`src/rtl/mem_port_arbiter.sv`:
```
// Shares one memory port between instruction fetch and load/store. Only one bus
// transaction is in flight at a time, and a wait for bus_ready is bounded by TIMEOUT.
module mem_port_arbiter #(
  parameter int ADDR_W  = 32,
  parameter int DATA_W  = 32,
  parameter int TIMEOUT = 255,
  parameter int CNT_W   = 8
) (
  input  logic              clk,
  input  logic              rst,
  input  logic              if_req,
  input  logic [ADDR_W-1:0] if_addr,
  output logic [DATA_W-1:0] if_rdata,
  output logic              if_done,
  input  logic              mem_req,
  input  logic              mem_we,
  input  logic [3:0]        mem_sel,
  input  logic [ADDR_W-1:0] mem_addr,
  input  logic [DATA_W-1:0] mem_wdata,
  output logic [DATA_W-1:0] mem_rdata,
  output logic              mem_done,
  output logic              bus_err,
  output logic              bus_req,
  output logic              bus_we,
  output logic [3:0]        bus_sel,
  output logic [ADDR_W-1:0] bus_addr,
  output logic [DATA_W-1:0] bus_wdata,
  input  logic              bus_ready,
  input  logic [DATA_W-1:0] bus_rdata,
  output logic              stall_all
);

  typedef enum logic [1:0] {IDLE, IF_BUSY, MEM_BUSY} state_t;

  localparam logic [CNT_W-1:0] CNT_LAST = CNT_W'(TIMEOUT - 1);

  state_t             state_q;
  logic [CNT_W-1:0]   cnt_q, cnt_d;
  logic               bus_req_q, bus_we_q;
  logic [3:0]         bus_sel_q;
  logic [ADDR_W-1:0]  bus_addr_q;
  logic [DATA_W-1:0]  bus_wdata_q;
  logic [DATA_W-1:0]  if_rdata_q, mem_rdata_q;
  logic               if_done_q, mem_done_q, bus_err_q;
  logic               mem_go, if_go, owner_mem, timed_out;

  // A requester still holds req during its done cycle; masking it there
  // keeps a finished access from being issued a second time.
  assign mem_go    = mem_req & ~mem_done_q;
  assign if_go     = if_req & ~if_done_q;
  assign cnt_d     = cnt_q + 1'b1;
  assign timed_out = (cnt_q == CNT_LAST) & ~bus_ready;
  assign owner_mem = (state_q == MEM_BUSY);

  always_ff @(posedge clk or negedge rst) begin
    if (!rst) begin
      state_q     <= IDLE;
      cnt_q       <= '0;
      bus_req_q   <= 1'b0;
      bus_we_q    <= 1'b0;
      bus_sel_q   <= '0;
      bus_addr_q  <= '0;
      bus_wdata_q <= '0;
      if_rdata_q  <= '0;
      mem_rdata_q <= '0;
      if_done_q   <= 1'b0;
      mem_done_q  <= 1'b0;
      bus_err_q   <= 1'b0;
    end else begin
      if_done_q  <= 1'b0;
      mem_done_q <= 1'b0;
      bus_err_q  <= 1'b0;
      case (state_q)
        IDLE: begin
          cnt_q <= '0;
          if (mem_go) begin
            state_q     <= MEM_BUSY;
            bus_req_q   <= 1'b1;
            bus_we_q    <= mem_we;
            bus_sel_q   <= mem_sel;
            bus_addr_q  <= mem_addr;
            bus_wdata_q <= mem_wdata;
          end else if (if_go) begin
            state_q     <= IF_BUSY;
            bus_req_q   <= 1'b1;
            bus_we_q    <= 1'b0;
            bus_sel_q   <= 4'b1111;
            bus_addr_q  <= if_addr;
            bus_wdata_q <= '0;
          end else begin
            bus_req_q <= 1'b0;
          end
        end
        IF_BUSY, MEM_BUSY: begin
          if (bus_ready || timed_out) begin
            state_q   <= IDLE;
            bus_req_q <= 1'b0;
            cnt_q     <= '0;
            bus_err_q <= ~bus_ready;
            if (owner_mem) begin
              mem_done_q  <= 1'b1;
              mem_rdata_q <= bus_ready ? bus_rdata : '0;
            end else begin
              if_done_q  <= 1'b1;
              if_rdata_q <= bus_ready ? bus_rdata : '0;
            end
          end else begin
            cnt_q <= cnt_d;
          end
        end
        default: begin
          state_q   <= IDLE;
          bus_req_q <= 1'b0;
          cnt_q     <= '0;
        end
      endcase
    end
  end

  assign bus_req   = bus_req_q;
  assign bus_we    = bus_we_q;
  assign bus_sel   = bus_sel_q;
  assign bus_addr  = bus_addr_q;
  assign bus_wdata = bus_wdata_q;
  assign if_rdata  = if_rdata_q;
  assign mem_rdata = mem_rdata_q;
  assign if_done   = if_done_q;
  assign mem_done  = mem_done_q;
  assign bus_err   = bus_err_q;
  assign stall_all = rst & (if_go | mem_go);

endmodule

```
`config.mk`:
```
export PLATFORM = sky130hd
export DESIGN_NAME = mem_port_arbiter
export DESIGN_NICKNAME = d
export VERILOG_FILES = /design/src/rtl/mem_port_arbiter.sv
export SDC_FILE = /design/constraint.sdc
export NUM_CORES = 1
export LEC_CHECK = 0
export ABC_CLOCK_PERIOD_IN_PS = 2100
export CAP_MARGIN = 20
export CORE_ASPECT_RATIO = 1.1
export CORE_MARGIN = 10
export CORE_UTILIZATION = 42
export DETAILED_ROUTE_END_ITERATION = 16
export PLACE_DENSITY = 0.82
export SLEW_MARGIN = 5
export SYNTH_ARGS = -nofsm -noshare
export SYNTH_HDL_FRONTEND = slang
export SYNTH_SLANG_ARGS = --single-unit
```
`constraint.sdc`:
```
create_clock -name clk -period 2.1 [get_ports clk]
set_input_delay 0.525 -clock clk [delete_from_list [all_inputs] [get_ports clk]]
set_output_delay 0.525 -clock clk [all_outputs]
set_load 0.02 [all_outputs]
```
==> metrics.md <==
| Metric | Value |
|---|---|
| Outcome | `finished, final reports clean` |
| Clock tree buffer depth | `2` |
| H-Tree Depth | `4` |
| Setup-failing EPs final | `0` |
| Area growth syn-to-layout | `57.4%` |
| Syn Nets | `620` |
| Crit path DAT | `1500 ps` |
| Worst vdd ir | `between 0.9 and 1 mV` |
| Final Hold Fails | `0` |
| Top Ports | `276` |
| WL per Instance | `approximately 22 µm` |
| Cell family with most CP delay | `buffers and inverters` |
| Clock Skews | `between 7 and 8 ps` |
| Setup bufs post-CTS | `0` |
| Core Region | `14900 µm²` |
| Cell Rows | `47` |
| Die height | `149 µm` |
| Hold-fix buffers, CTS | `0` |
| Yosys cell types | `39` |
| CP max FO | `4` |
| Initial antenna violation count | `1` |
| Final core occ | `0.669` |
| Post-DR vias/cell | `approximately 5.4` |
| Cell taking the most area after synthesis | `dfrtp_1` |
| Max cap viols | `0` |
| Mean Syn Cell Area | `13.3 µm²` |
| Rel. slew slack | `0.485` |
| Drt pass-1 iters | `4` |
| Gr ovfl total | `0` |
| Antenna Violating Nets Remaining | `0` |
| Mapped Area | `6340 µm²` |
| Area contributors post-synth | `dfrtp_1 58%, mux2_2 12%, a22o_1 9.0%, a221o_1 5.0%, a21o_1 3.9%` |
| Die area | `20400 µm²` |
| PD cells | `1590 nW/µm²` |
| Hpwl dp | `15.8 mm` |
| # port buffers | `around 280` |
| Number of global-route vias before repair | `5594` |
| Post-CTS Resized | `0` |
| Layout cell share with drive strength beyond 1 | `0.161` |
| Routability cong. | `0.877` |
| Critical path required time | `1570 ps` |
| YS warnings | `0` |
| CP Cell Sequence | `clkdlybuf4s50_1 > nand2b_2 > a21boi_0 > buf_4` |
| Max Slew Vio Count | `0` |
| CTS tree | `built` |
| Starting density of the core | `0.425` |
| Post-Route WL | `21.2 mm` |
| Top-area cell type share of the netlist area | `0.580` |
| Post-layout min period | `2030 ps` |
| Clock transition at the registers of the reported paths | `60 ps` |
| Commonest non-fill, non-tap cell in the layout | `clkdlybuf4s50_1` |
| Largest net degree at the start of global routing | `between 100 and 150` |
| Post-synthesis cell count | `roughly 480` |
| Vias | `slightly above 5k` |
| Yosys reg bits | `147` |
| Setup tns final | `0 ps` |
| Final-stage net count | `894` |
| DRC Markers | `0` |
| Critical-path top delay cell | `clkdlybuf4s50_1` |
| CTS sink cnt | `147` |
| First-pass GRT wire length | `32.5 mm` |
| Hold/Removal Path Class | `in -> async` |
| Worst-margin pin slew | `773 ps` |
| Tcrit/Tclk final | `0.966` |
| TritonCTS Buffers | `17` |
| Crit path launch type | `input pin` |
| Root Driver | `clkbuf_16` |
| Die W | `137 µm` |
| Commonest cells after routing, fill and taps aside | `273 x clkdlybuf4s50_1, 147 x dfrtp_1, 65 x a22o_1, 65 x mux2_2, 35 x nor2b_1` |
| CP bufs+invs | `2` |
| Setup CP Type | `in -> out` |
| GRT Util Overall | `0.203` |
| Max Clk Rate | `493 MHz` |
| RSZ-0062 raised after global routing | `no` |
| Clk Latency, worst-skew pair | `about 420 ps` |
| Register area share after synthesis | `0.580` |
| Crit-path max cell delay | `490 ps` |
| Leak | `0.00414 µW` |
| Detailed Route Iter0 Violations | `around 230` |
| Crit. End Element | `output pin` |
## layout make-up
type | instances | area, µm²
timing repair buffer | 293 | 2960
clock buffer | 17 | 425
multi-input combinational | 289 | 2500
sequential | 147 | 3680
inverter | 4 | 15.0
clock inverter | 15 | 160
fill | 1090 | 4950
antenna | 1 | 2.50
tap | 196 | 245
## cells in the mapped netlist
library cell	number
a31o_2	1
and3b_1	1
mux2_2	65
o31ai_1	1
a21oi_2	1
or4_1	1
and2_1	2
buf_6	2
and4_4	1
clkbuf_1	27
buf_4	3
nand4_1	1
o21ai_1	1
nand3_1	3
buf_2	6
dfrtp_1	147
nand4b_1	1
xnor2_1	1
a211oi_1	1
nor2_1	8
nor3_1	1
a31oi_1	2
a21boi_1	1
a21boi_0	1
nand2b_1	4
o21ai_0	3
a41oi_1	1
a221o_1	32
xor2_1	1
a22o_1	65
nand2_1	5
a221oi_1	1
ha_1	4
a21oi_1	5
o22a_1	4
nor2b_1	35
and3_1	2
inv_1	4
a21o_1	33
## kinds of logic after synthesis
logic type      synth area share
buf+inv                   0.0302
mux                        0.115
simple gates              0.0599
xor+xnor                 0.00276
flops                      0.580
compound gates             0.204
fa+ha+maj                0.00789
## registers in the layout, indices dropped and copies added (netlist names)
register / count
bus_addr: 32
bus_wdata: 32
if_rdata: 32
mem_rdata: 32
cnt_q: 8
bus_sel: 4
state_q: 2
bus_err: 1
bus_req: 1
bus_we: 1
if_done: 1
mem_done: 1
## stage by stage
stage / std cells / cell area [µm²] / hold slack (ps) / power (µW) / worst slack [ps]
final: 962 / 9990 / 243 / 15900 / 70.4
after global routing: 962 / 9990 / 306 / 16800 / 27.0
after CTS: 961 / 9990 / 284 / 16000 / 51.4
after detailed placement: 929 / 9400 / 491 / 12900 / -42.1
after global placement: 929 / 9400 / 483 / 12700 / 24.6
after floorplan: 478 / 6340 / 229 / 9140 / 128
## path summary, 6_finish.rpt
path | startpoint | endpoint | slack [ps] | depth (start not counted)
setup / recovery | mem_req | stall_all | 70 | 4
hold / removal | rst | bus_addr[21] | 240 | 2
setup reg to reg | cnt_q[0] | mem_rdata[23] | 220 | 6
hold reg to reg | bus_addr[15] | bus_addr[15] | 510 | 1
max in group asynchronous | rst | cnt_q[3] | 1300 | 2
min in group clk | bus_addr[15] | bus_addr[15] | 510 | 1
## power breakdown
group	switching, µW	total, µW	internal, µW
clock	1310	3000	1690
combinational	3800	7990	4200
sequential	825	4870	4040
## metal layers
metal,global-route usage,wire (µm),vias to the layer above
li1,-,-,2359
met1,0.230,8300,2559
met2,0.333,10300,233
met3,0.0987,2380,17
met4,0.0564,291,0
met5,0,0,-
No activity file was read; power rests on OpenSTA's default activity.
